--- config.mk ---
export PLATFORM = sky130hd
export DESIGN_NAME = flght_mixer
export DESIGN_NICKNAME = d
export VERILOG_FILES = /design/src/rtl/flght_mixer.sv
export SDC_FILE = /design/constraint.sdc
export NUM_CORES = 1
export LEC_CHECK = 0
export BUFFER_PORTS_ARGS = -buffer_cell sky130_fd_sc_hd__clkbuf_2
export CAP_MARGIN = 20
export CORE_MARGIN = 4
export CORE_UTILIZATION = 25
export CTS_BUF_LIST = sky130_fd_sc_hd__clkbuf_8
export CTS_CLUSTER_DIAMETER = 150
export DETAILED_ROUTE_END_ITERATION = 10
export HOLD_SLACK_MARGIN = 0.03
export PLACE_DENSITY = 0.45
export SLEW_MARGIN = 20
export SYNTH_ARGS = -nofsm -noshare
export SYNTH_HDL_FRONTEND = slang
export SYNTH_SLANG_ARGS = --single-unit
--- constraint.sdc ---
create_clock -name clk -period 13 [get_ports clk]
set_input_delay 1.3 -clock clk [delete_from_list [all_inputs] [get_ports clk]]
set_output_delay 1.3 -clock clk [all_outputs]
set_load 0.03 [all_outputs]
--- src/rtl/flght_mixer.sv ---
// -----------------------------------------------------------------------------
// flght_mixer
//   Mixes pitch/roll/yaw PD terms and pilot thrust into four saturated motor
//   speed commands. One shared multi-operand adder is time-multiplexed by a
//   small FSM: IDLE -> AXIS (3 cycles) -> MIX (4 cycles) -> UPD (1 cycle).
//   A capture on edge N updates all four outputs together on edge N+8, and
//   spd_vld pulses for the cycle after that edge.
//
//   Optional feature macro: SLEW_LIMIT_EN
//     defined   : each output moves toward its target by at most SLEW_MAX per
//                 update (calibration speed still loads directly).
//     undefined : outputs load the saturated targets directly.
//
// Ports
//   clk, rst_n                 clock, asynchronous active-low reset
//   vld                        PD terms valid (sampled only in IDLE)
//   thrst[8:0]                 unsigned pilot thrust
//   ptch/roll/yaw_pterm[9:0]   signed P terms
//   ptch/roll/yaw_dterm[11:0]  signed D terms
//   inertial_cal               calibration mode: all speeds forced to CAL_SPD
//   frnt/bck/lft/rght_spd[10:0] unsigned motor speeds
//   spd_vld                    one-cycle pulse after all four speeds update
//   busy                       high whenever the FSM is not IDLE
// -----------------------------------------------------------------------------
module flght_mixer #(
  parameter logic [10:0] MIN_RUN  = 11'h1A0,
  parameter logic [10:0] CAL_SPD  = 11'h1B0,
  parameter logic [10:0] SLEW_MAX = 11'd64
) (
  input  logic        clk,
  input  logic        rst_n,
  input  logic        vld,
  input  logic [8:0]  thrst,
  input  logic [9:0]  ptch_pterm,
  input  logic [11:0] ptch_dterm,
  input  logic [9:0]  roll_pterm,
  input  logic [11:0] roll_dterm,
  input  logic [9:0]  yaw_pterm,
  input  logic [11:0] yaw_dterm,
  input  logic        inertial_cal,
  output logic [10:0] frnt_spd,
  output logic [10:0] bck_spd,
  output logic [10:0] lft_spd,
  output logic [10:0] rght_spd,
  output logic        spd_vld,
  output logic        busy
);

  typedef enum logic [1:0] {IDLE, AXIS, MIX, UPD} state_t;

  state_t      state_q, state_d;
  logic [1:0]  step_q, step_d;      // axis / motor index within AXIS and MIX

  // Captured inputs
  logic [8:0]  thrst_q;
  logic [9:0]  ptch_p_q, roll_p_q, yaw_p_q;
  logic [11:0] ptch_d_q, roll_d_q, yaw_d_q;
  logic        cal_q;

  // Per-axis sums and per-motor staging (index 0..3 = front, back, left, right)
  logic signed [12:0] ptch_q, roll_q, yaw_q;
  logic        [10:0] stage_q [4];
  logic        [10:0] out_q   [4];
  logic               spd_vld_q;

  // Shared adder operands and result
  logic signed [14:0] op_a, op_b, op_c, op_d;
  logic signed [14:0] sum;
  logic        [10:0] sat;

  // ---------------------------------------------------------------------------
  // FSM: state register + next-state logic
  // ---------------------------------------------------------------------------
  always_ff @(posedge clk or negedge rst_n) begin
    if (!rst_n) begin
      state_q <= IDLE;
      step_q  <= '0;
    end else begin
      // NOTE: sequential state uses non-blocking assignments so every register
      // samples pre-edge values, independent of statement order.
      state_q <= state_d;
      step_q  <= step_d;
    end
  end

  always_comb begin
    // NOTE: every combinational output gets a default first, so no path through
    // the case statement can leave it unassigned and infer a latch.
    state_d = state_q;
    busy    = (state_q != IDLE);
    unique case (state_q)
      IDLE: if (vld)           state_d = AXIS;
      AXIS: if (step_q == 2'd2) state_d = MIX;
      MIX:  if (step_q == 2'd3) state_d = UPD;
      UPD:                     state_d = IDLE;
      default:                 state_d = IDLE;
    endcase
    step_d = (state_q == IDLE || state_d != state_q) ? 2'd0 : step_q + 2'd1;
  end

  // ---------------------------------------------------------------------------
  // Shared adder. AXIS: pterm + dterm. MIX: MIN_RUN + thrst +/- axis +/- yaw.
  // ---------------------------------------------------------------------------
  always_comb begin
    op_a = '0;
    op_b = '0;
    op_c = '0;
    op_d = '0;
    if (state_q == AXIS) begin
      unique case (step_q)
        2'd0:    begin op_a = 15'(signed'(ptch_p_q)); op_b = 15'(signed'(ptch_d_q)); end
        2'd1:    begin op_a = 15'(signed'(roll_p_q)); op_b = 15'(signed'(roll_d_q)); end
        default: begin op_a = 15'(signed'(yaw_p_q));  op_b = 15'(signed'(yaw_d_q));  end
      endcase
    end else if (state_q == MIX) begin
      op_a = signed'({4'b0, MIN_RUN});
      op_b = signed'({6'b0, thrst_q});
      unique case (step_q)
        2'd0:    begin op_c = -15'(ptch_q); op_d = -15'(yaw_q); end  // front
        2'd1:    begin op_c =  15'(ptch_q); op_d = -15'(yaw_q); end  // back
        2'd2:    begin op_c = -15'(roll_q); op_d =  15'(yaw_q); end  // left
        default: begin op_c =  15'(roll_q); op_d =  15'(yaw_q); end  // right
      endcase
    end
    sum = op_a + op_b + op_c + op_d;
    // Saturate to 11-bit unsigned: negative -> 0, above 2047 -> all ones.
    if (sum[14])              sat = 11'h000;
    else if (sum[13:11] != 0) sat = 11'h7FF;
    else                      sat = sum[10:0];
  end

`ifdef SLEW_LIMIT_EN
  // Step from cur toward tgt by at most SLEW_MAX; cur+SLEW_MAX cannot exceed
  // tgt (<= 2047) when that branch is taken, so no overflow.
  function automatic logic [10:0] slew(input logic [10:0] cur, input logic [10:0] tgt);
    logic signed [11:0] diff;
    diff = signed'({1'b0, tgt}) - signed'({1'b0, cur});
    if (diff > signed'({1'b0, SLEW_MAX}))       return cur + SLEW_MAX;
    else if (diff < -signed'({1'b0, SLEW_MAX})) return cur - SLEW_MAX;
    else                                        return tgt;
  endfunction
`endif

  // ---------------------------------------------------------------------------
  // Datapath registers
  // ---------------------------------------------------------------------------
  always_ff @(posedge clk or negedge rst_n) begin
    if (!rst_n) begin
      thrst_q   <= '0;
      ptch_p_q  <= '0;
      roll_p_q  <= '0;
      yaw_p_q   <= '0;
      ptch_d_q  <= '0;
      roll_d_q  <= '0;
      yaw_d_q   <= '0;
      cal_q     <= 1'b0;
      ptch_q    <= '0;
      roll_q    <= '0;
      yaw_q     <= '0;
      spd_vld_q <= 1'b0;
      // NOTE: these small register arrays are reset explicitly because reset
      // must drive the outputs (and staging) to 0; a RAM-style array would not.
      for (int i = 0; i < 4; i++) begin
        stage_q[i] <= '0;
        out_q[i]   <= '0;
      end
    end else begin
      spd_vld_q <= (state_q == UPD);
      unique case (state_q)
        IDLE: if (vld) begin
          thrst_q  <= thrst;
          ptch_p_q <= ptch_pterm;
          ptch_d_q <= ptch_dterm;
          roll_p_q <= roll_pterm;
          roll_d_q <= roll_dterm;
          yaw_p_q  <= yaw_pterm;
          yaw_d_q  <= yaw_dterm;
          cal_q    <= inertial_cal;
        end
        AXIS: begin
          unique case (step_q)
            2'd0:    ptch_q <= sum[12:0];
            2'd1:    roll_q <= sum[12:0];
            default: yaw_q  <= sum[12:0];
          endcase
        end
        MIX: stage_q[step_q] <= sat;
        UPD: begin
          for (int i = 0; i < 4; i++) begin
            if (cal_q) out_q[i] <= CAL_SPD;
`ifdef SLEW_LIMIT_EN
            else       out_q[i] <= slew(out_q[i], stage_q[i]);
`else
            else       out_q[i] <= stage_q[i];
`endif
          end
        end
        default: ;
      endcase
    end
  end

  assign frnt_spd = out_q[0];
  assign bck_spd  = out_q[1];
  assign lft_spd  = out_q[2];
  assign rght_spd = out_q[3];
  assign spd_vld  = spd_vld_q;

endmodule

; ---- After elaboration in Yosys (flattened, before gate mapping)
; Index checks and enable logic that the tools add are counted.
; Widths: inputs -> output; s select.
[totals]
ff_bits = 208
inputBits = 79
output_inout_bits = 46
elab_cells = 77
[op_classes]
n_addsub = 7
order_cmp = 2
n_eq_ne = 7
mux = 26
bitwise = 2
n_reduce_logical = 11
[ops]
columns = cell, n
row1 = $mux 15, 7
row2 = $mux 11, 7
row3 = $pmux 15 s2, 2
row4 = $add 15x15->15, 3
row5 = $neg 13->15, 3
row6 = $pmux 15 s3, 1
row7 = $bwmux 44, 1
row8 = $demux 11 s2, 1
row9 = $mux 9, 2
row10 = $eq 2x2->1 const B, 4
row11 = $mux 2, 4
row12 = $pmux 2 s4, 1
row13 = $reduce_and 2->1, 4
row14 = $eq 2x1->1 const B, 2
row15 = $logic_not 2->1, 2
row16 = $ge 3x3->1 const B, 1
row17 = $lt 3x1->1 const B, 1
row18 = $not 2->3, 1
row19 = $reduce_bool 3->1, 1
row20 = $add 2x1->2 const B, 1
row21 = $ne 2x2->1, 1
row22 = $reduce_bool 2->1, 1
row23 = $reduce_or 2->1, 1
row24 = $logic_and 1x1->1, 1
row25 = 2 further kinds, 2

; ---- Logic depth before layout (Yosys ltp)
; Gate-level depths: netlist of run 1.
[depth]
ltp_word = 10
ltp_mapped = 22

; ---- Worst setup path before layout of run 1
; OpenSTA, ideal clock, no wires.
[synth_timing]
path_kind = reg-to-reg
from = reg ptch_q[6]
to = reg stage_q[43] (netlist name)
arrival_time_ns = 5.080
path_slack_ns = 7.778
stages_incl_launch_ff = 21
synth_period_minus_slack_ns = 5.222
cell_sequence = dfrtp_1 -> clkbuf_1 -> or4_4 -> or4b_2 -> xor2_1 -> a221oi_2 -> a21oi_1 -> nor2_1 -> a211oi_1 -> fa_1 -> inv_1 -> fa_1 -> inv_1 -> ha_1 -> a31o_2 -> a41oi_1 -> xor2_1 -> o211a_1 -> clkbuf_8 -> and2_1 -> a211oi_1
[synth_between]
elab_chain_len = 10
[synth_lines]
columns = element, line
row1 = start: declaration, 61  ; logic signed [12:0] ptch_q, roll_q, yaw_q;
row2 = start signal: assignment, 182  ; 2'd0: ptch_q <= sum[12:0];
row3 = $neg 13->15, 119  ; 2'd0: begin op_c = -15'(ptch_q); op_d = -15'(yaw_q); end
row4 = $pmux 15 s3 *, 118  ; unique case (step_q)
row5 = $mux 15 *, 115  ; end else if (state_q == MIX) begin
row6 = $mux 15 *, 109  ; if (state_q == AXIS) begin
row7 = $add 15x15->15 * (2 in a row), 125  ; sum = op_a + op_b + op_c + op_d;
row8 = $reduce_bool 3->1, 128  ; else if (sum[13:11] != 0) sat = 11'h7FF;
row9 = $mux 11, 128
row10 = $mux 11 *, 127  ; if (sum[14]) sat = 11'h000;
row11 = $bwmux 44 *, 187  ; MIX: stage_q[step_q] <= sat;
row12 = end signal: indexed assignment, 187
row13 = end: declaration, 62  ; logic [10:0] stage_q [4];
; Mark *: on every way between the ends. The rest lies on a longest branch, timed or not.
; A chain may end at the register's enable or synchronous reset.

; ---- Final worst setup path of run 1
[layout_timing]
from = reg step_q[0]
to = reg stage_q[40] (netlist name)
[layout_between]
elab_chain_len = 10
[layout_lines]
columns = element, line
row1 = start: declaration, 52  ; logic [1:0] step_q, step_d;
row2 = start signal: assignment, 82  ; step_q <= step_d;
row3 = "$eq 2x1->1, or another cell as far along", "110, 118"
row4 = "$pmux 15 s2, or another cell as far along", 110  ; unique case (step_q)
row5 = $mux 15 (on tied branches), -
row6 = "$add 15x15->15, or another cell as far along", 125
row7 = $add 15x15->15 / $mux 15 (equally long branches), "125, 109"
row8 = $add 15x15->15, 125
row9 = $reduce_bool 3->1, 128
row10 = $mux 11, 128
row11 = $mux 11, 127
row12 = $bwmux 44 *, 187
; Marks and branches as above.

==> reports/results.ini, run 1 <==
[run_status]
outcome = finished clean

[sta]
max_slew_margin = 0.320
tightest_slew_ns = 1.02
finalCritPeriodShare = 0.484
rsz0062_at_grt = no
finalSetupTns_ns = 0
fin_crit_ns = 6.29
clock_skew_ns = 0.0351
fmax_mhz = 159
finalSetupViolations = 0
drv_slew = 0
finalHoldViolations = 0

[cells_and_area]
diodes = 0
drive_above_1_share = 0.240
nNetsFinal = 1339
syn_to_final_growth_pct = 16.6
fill_cells = 4602

[floorplanning]
die-area_mm2 = 0.0476
initial_core_util = 0.255
ioPinCount = 125
die_w_um = 218
die_h_um = 218
rows = 76
core_mm2 = 0.0434

[yosys]
synthTopCellsByArea = dfrtp_1 47%, mux2_2 7.7%, o21ai_0 5.3%
synth.net_count = 1230
synth.distinct_cells = 66
synth_edf_count = 0
yosysTopAreaCell = dfrtp_1
synthArstFlopShare = 1.00
synth_seq_cells = 208
yosys_warnings = 0
seq_area_frac_synth = 0.471
synth_cells = 1101
ys.flop_type = dfrtp_1
netlist_area_mm2 = 0.0110
post_synth.cell_area_avg_um2 = 10.0
synth_top_area_share = 0.471

[worst_setup_path]
r2r.worst_path.cells = 18
crit_type = reg2reg
crit_arrival_ns = 6.65
cp.required_ns = 13.36
cp-end-kind = flip-flop
startpoint_type = flip-flop
crit_path_max_fanout = 29

[placed_design]
place_congestion = 0.856
dpl.hpwl_um = 23700
io_buffers = 124

[clocking]
cts_tree = built
cts_root_buf = clkbuf_8
clock_latency_ns = 0.56
path_clk_slew_ns = 0.08
clockBufferDepth = 3
clkSinkCount = 208
post_cts.repair.setup_buffers = 0
h-tree-depth = 2
cts_buffers = 38
ctsHoldBuffers = 0
cts_resized = 0

[detailed_routing]
num_vias = 8422
ant_nets = 0
wl_per_cell_um = 18.4
drc_errors = 0
via_per_inst = 4.64
drtPass1Iterations = 7
drtIter0Drc = 596
wirelength_um = 33300

[grt]
grt_antenna_before_repair = 0
grt-ovfl-total = 0
track_usage = 0.140
grt_max_degree = 98
grt_pass1_wl_um = 52500
grt_pass1_vias = 8630

[job]
cap_violations = 0

[worst_hold_path]
hp-class = reg2reg
whs_path_depth = 2

stage by stage:
| stage | instance area (um2) | hold slack (ns) | utilization | setup WS [ns] | std cells |
|---|---|---|---|---|---|
| 4_1_cts | 12900 | 0.484 | 0.297 | 6.65 | 1815 |
| 6_report | 12900 | 0.474 | 0.297 | 6.71 | 1815 |
| 5_1_grt | 12900 | 0.495 | 0.297 | 6.33 | 1815 |
| 3_3_place_gp | 12200 | 0.462 | 0.281 | 6.73 | 1755 |
| 3_5_place_dp | 12200 | 0.471 | 0.281 | 6.69 | 1755 |
| 2_1_floorplan | 11000 | 0.460 | - | 7.78 | 1101 |
placed cells by master (no fill, tap or decap), types with 8 or more instances in the layout:
master	count
a311oi_1	8
xor2_1	14
mux2_2	76
inv_1	64
xnor2_1	18
nand2_1	142
clkbuf_2	123
a22oi_1	15
dfrtp_1	207
nor2_1	89
clkbuf_8	45
a21oi_1	48
fa_1	28
a22o_1	8
a211oi_1	41
nor3_1	12
o21ai_0	117
buf_4	13
nand2b_1	33
ha_1	22
worst max-delay path, cell delays in order (launching register included):
cell	delay [ns]
dfrtp_1	0.41
inv_1	0.08
ha_1	0.22
nor2_2	0.53
buf_4	0.44
nand2_1	0.09
a21oi_1	0.61
inv_1	0.29
fa_1	0.61
inv_1	0.06
fa_1	0.47
ha_1	0.39
a21o_1	0.18
a31o_2	0.22
a41oi_1	0.18
xor2_1	0.29
o211a_1	0.60
and2_1	0.29
a211oi_1	0.09
flip-flops by register name, indices dropped and copies added (netlist names):
register	count
cal_q	1
roll_q	13
step_q	2
stage_q	44
frnt_spd	11
rght_spd	11
bck_spd	11
ptch_d_q	12
roll_p_q	10
ptch_p_q	10
yaw_p_q	10
thrst_q	9
lft_spd	11
yaw_q	13
state_q	2
yaw_d_q	12
ptch_q	13
roll_d_q	12
spd_vld	1
final timing paths:
path                            slack (ns)                      end                   start
min in group asynchronous             0.83  rght_spd[4]$_DFFE_PN0P_                   rst_n
worst max register to register        6.71  stage_q[40]$_DFFE_PN0P_     step_q[0]$_DFF_PN0_
worst min-delay path                  0.47   bck_spd[4]$_DFFE_PN0P_  bck_spd[4]$_DFFE_PN0P_
worst max-delay path                  6.71  stage_q[40]$_DFFE_PN0P_     step_q[0]$_DFF_PN0_
worst min register to register        0.47   bck_spd[4]$_DFFE_PN0P_  bck_spd[4]$_DFFE_PN0P_
max in group asynchronous            10.07  roll_p_q[8]$_DFFE_PN0P_                   rst_n
area by class of cell:
cell class,count,area [um2],area share
repair buffers,137,727,0.0564
inverters,51,191,0.0149
flip-flops and latches,208,5210,0.404
clock inverters,16,91.3,0.00709
well taps,585,732,0.0568
clock buffers,44,606,0.0470
multi-input cells,774,5330,0.413
kinds of logic after synthesis:
logic type      after synthesis  synth area share
xor+xnor                     33            0.0269
simple gates                329             0.135
fa+ha+maj                    50            0.0757
mux                          80            0.0811
flops                       208             0.471
compound gates              282             0.162
buf+inv                     119            0.0479
cell usage after synthesis (5+ instances only):
master and count:
ha_1 22, dfrtp_1 208, a22o_1 8, a211oi_1 41, inv_1 51, clkbuf_1 53, a311oi_1 8, mux2_2 76
buf_1 6, xnor2_1 18, nand3_1 6, a22oi_1 15, xor2_1 14, fa_1 28, and2_1 6, and2_2 6
a221oi_1 6, a21oi_1 48, nand2b_1 33, a31oi_1 6, nor2_1 91, o21ai_0 117, nand2_1 143, and3_1 5
nor3_1 12, or2_2 5
metal layers:
metal / track usage / vias up / wire length, um
met5: 0 / - / 0
met4: 0.0280 / 0 / 434
met3: 0.0303 / 38 / 1730
met2: 0.220 / 221 / 15000
met1: 0.200 / 4130 / 16100
li1: - / 4033 / -
Power of run 1 is left out: the tool's default activity adds up to more than one toggle a clock period on the data nets, which glitch-free logic cannot reach.
==> run 2, diff against run 1 <==
--- a/config.mk
+++ b/config.mk
@@ -5,6 +5,7 @@
 export SDC_FILE = /design/constraint.sdc
 export NUM_CORES = 1
 export LEC_CHECK = 0
+export ABC_AREA = 1
 export BUFFER_PORTS_ARGS = -buffer_cell sky130_fd_sc_hd__clkbuf_2
 export CAP_MARGIN = 20
 export CORE_MARGIN = 4
==> constraint.sdc (replaced) <==
create_clock -name clk -period 6 [get_ports clk]
set_input_delay 0.6 -clock clk [delete_from_list [all_inputs] [get_ports clk]]
set_output_delay 0.6 -clock clk [all_outputs]
set_load 0.03 [all_outputs]
==> reports/results.ini, run 2 <==
[sta]
drv_slew = 0
max_slew_margin = 0.295
finalCritPeriodShare = 0.899
tightest_slew_ns = 1.05
finalSetupViolations = 0
finalHoldViolations = 0
clock_skew_ns = 0.0135
fmax_mhz = 185
rsz0062_at_grt = no
fin_crit_ns = 5.39
finalSetupTns_ns = 0

[worst_setup_path]
crit_path_max_fanout = 19
worstReg2RegStart = step_q[0]$_DFF_PN0_
crit_end = stage_q[11]$_DFFE_PN0P_
slowest_delay_ns = 0.52
r2r.worst_path.cells = 22
crit_arrival_ns = 5.82
cp.required_ns = 6.42
startpoint_type = flip-flop
crit_type = reg2reg
cp-end-kind = flip-flop
cp.buffers_inverters = 5
crit_family = simple AND/OR/NAND/NOR gates
worstPathCellList = inv_1 -> ha_1 -> inv_2 -> nand2_8 -> inv_1 -> a21oi_1 -> or2_2 -> inv_1 -> fa_1 -> fa_1 -> ha_1 -> a21oi_1 -> nor2_1 -> nor2_1 -> nand3_1 -> nand2_1 -> nand2_1 -> nor2_2 -> buf_4 -> nand3b_1 -> nand3_1 -> nand2_1
critPathSlowestCell = inv_1
crit_path_start = step_q[0]$_DFF_PN0_
r2r_end = stage_q[11]$_DFFE_PN0P_
reg2reg_slack_ns = 0.61
cp.depth = 22

[floorplanning]
ioPinCount = 125
initial_core_util = 0.254
die-area_mm2 = 0.0485
die_w_um = 220
core_mm2 = 0.0444
die_h_um = 220
rows = 77

[worst_hold_path]
hp-class = in2async

[detailed_routing]
num_vias = 9065
wirelength_um = 33400
drtPass1Iterations = 5
drtIter0Drc = 520
drc_errors = 0
via_per_inst = 4.51
wl_per_cell_um = 16.6
ant_nets = 0

[yosys]
synth_top_area_share = 0.462
yosysTopAreaCell = dfrtp_1
synth_seq_cells = 208
post_synth.cell_area_avg_um2 = 8.88
yosys.cell_count.top_type = nand2_1
ys_top_cells_by_count = 319 x nand2_1, 208 x dfrtp_1, 119 x o21ai_0, 107 x inv_1, 82 x nand3_1
synthArstFlopShare = 1.00
synthTopCellsByArea = dfrtp_1 46%, nand2_1 11%, mux2_2 7.1%
synth.net_count = 1397
synth_cells = 1268
synth_edf_count = 0
seq_area_frac_synth = 0.462
netlist_area_mm2 = 0.0113
yosys_warnings = 0
synth.distinct_cells = 52
ys.flop_type = dfrtp_1

[clocking]
post_cts.repair.setup_buffers = 0
clkSinkCount = 208
clock_latency_ns = 0.54
cts_resized = 0
path_clk_slew_ns = 0.06
cts_tree = built
h-tree-depth = 2
ctsHoldBuffers = 0
cts_buffers = 38
cts_root_buf = clkbuf_8
clockBufferDepth = 3

[cells_and_area]
final_common_cell = nand2_1
drive_above_1_share = 0.228
largest_register_ffs = 44
nNetsFinal = 1522
largest-register = stage_q
syn_to_final_growth_pct = 18.5
diodes = 0
mostFrequentLayoutCells = 317 x nand2_1, 208 x dfrtp_1, 123 x clkbuf_2

[grt]
grt_antenna_before_repair = 0
track_usage = 0.139
grt-ovfl-total = 0
grt_max_degree = 109
grt_pass1_wl_um = 53500
grt_pass1_vias = 9455

[placed_design]
dpl.hpwl_um = 24300
io_buffers = 124
place_congestion = 0.839

[run_status]
outcome = finished clean

[job]
cap_violations = 0

-- run 2: changes by cell type after synthesis, moves of 12 or more --
cell | before | now
inv_1 | 51 | 107
nand3_1 | 6 | 82
xnor2_1 | 18 | 6
nand2b_1 | 33 | 0
a211oi_1 | 41 | 1
buf_2 | 0 | 14
nand3_2 | 0 | 13
a22oi_1 | 15 | 2
nor2_1 | 91 | 65
clkbuf_1 | 53 | 38
nand2_1 | 143 | 319
-- run 2: kinds of logic (layout without fill, tap and decap cells) --
family                   Yosys count  in the layout  share of synthesized area
flip-flops                       208            208                      0.462
AO/OA/AOI/OAI                    224            224                      0.114
adder cells (fa/ha/maj)           50             50                     0.0742
multiplexers                      71             71                     0.0710
XOR/XNOR                          11             11                    0.00856
AND/OR/NAND/NOR                  525            525                      0.204
buffers and inverters            179            330                     0.0665
-- run 2: routing by layer --
| metal | track usage | share of wire |
|---|---|---|
| met1 | 0.193 | 0.47 |
| met2 | 0.221 | 0.45 |
| met3 | 0.0269 | 0.052 |
| met4 | 0.0398 | 0.023 |
| met5 | 0 | 0 |
-- run 2: worst register-to-register path, cell delays in order, from the launching register on --
cell and delay, ns:
dfrtp_1 0.40, inv_1 0.08, ha_1 0.22, inv_2 0.24, nand2_8 0.18, inv_1 0.53
a21oi_1 0.15, or2_2 0.37, inv_1 0.17, fa_1 0.45, fa_1 0.50, ha_1 0.37
a21oi_1 0.19, nor2_1 0.06, nor2_1 0.12, nand3_1 0.12, nand2_1 0.07, nand2_1 0.11
nor2_2 0.34, buf_4 0.24, nand3b_1 0.16, nand3_1 0.14, nand2_1 0.07
-- run 2: cell type report --
| type | count | area [um2] |
|---|---|---|
| multi-input cells | 881 | 5320 |
| clock buffers | 50 | 688 |
| flip-flops and latches | 208 | 5200 |
| repair buffers | 145 | 820 |
| clock inverters | 16 | 119 |
| fillers | 4717 | 31100 |
| inverters | 119 | 449 |
| well taps | 592 | 741 |
-- run 2: through the flow --
step                      utilization  cell area (um2)  hold WS, ns  setup WS [ns]  cells
after floorplan                     -            11300        0.304           1.64   1268
after detailed placement        0.282            12500        0.467          0.581   1944
final                           0.300            13300        0.146          0.608   2011
after global placement          0.282            12500        0.466          0.746   1944
after CTS                       0.300            13300        0.200          0.572   2010
after global routing            0.300            13300        0.247          0.105   2011
-- run 2: worst min path at each step --
| stage | slack [ns] | cells after the start | endpoint | from |
|---|---|---|---|---|
| CTS | 0.20 | 1 | frnt_spd[1]$_DFFE_PN0P_ | rst_n |
| global route | 0.25 | 1 | rght_spd[2]$_DFFE_PN0P_ | rst_n |
| floorplan | 0.30 | 0 | bck_spd[0]$_DFFE_PN0P_ | rst_n |
| finish | 0.15 | 1 | frnt_spd[3]$_DFFE_PN0P_ | rst_n |
| detailed placement | 0.47 | 2 | stage_q[33]$_DFFE_PN0P_ | stage_q[33]$_DFFE_PN0P_ |
| global placement | 0.47 | 2 | stage_q[8]$_DFFE_PN0P_ | stage_q[8]$_DFFE_PN0P_ |
Power of run 2 is left out for the same reason.
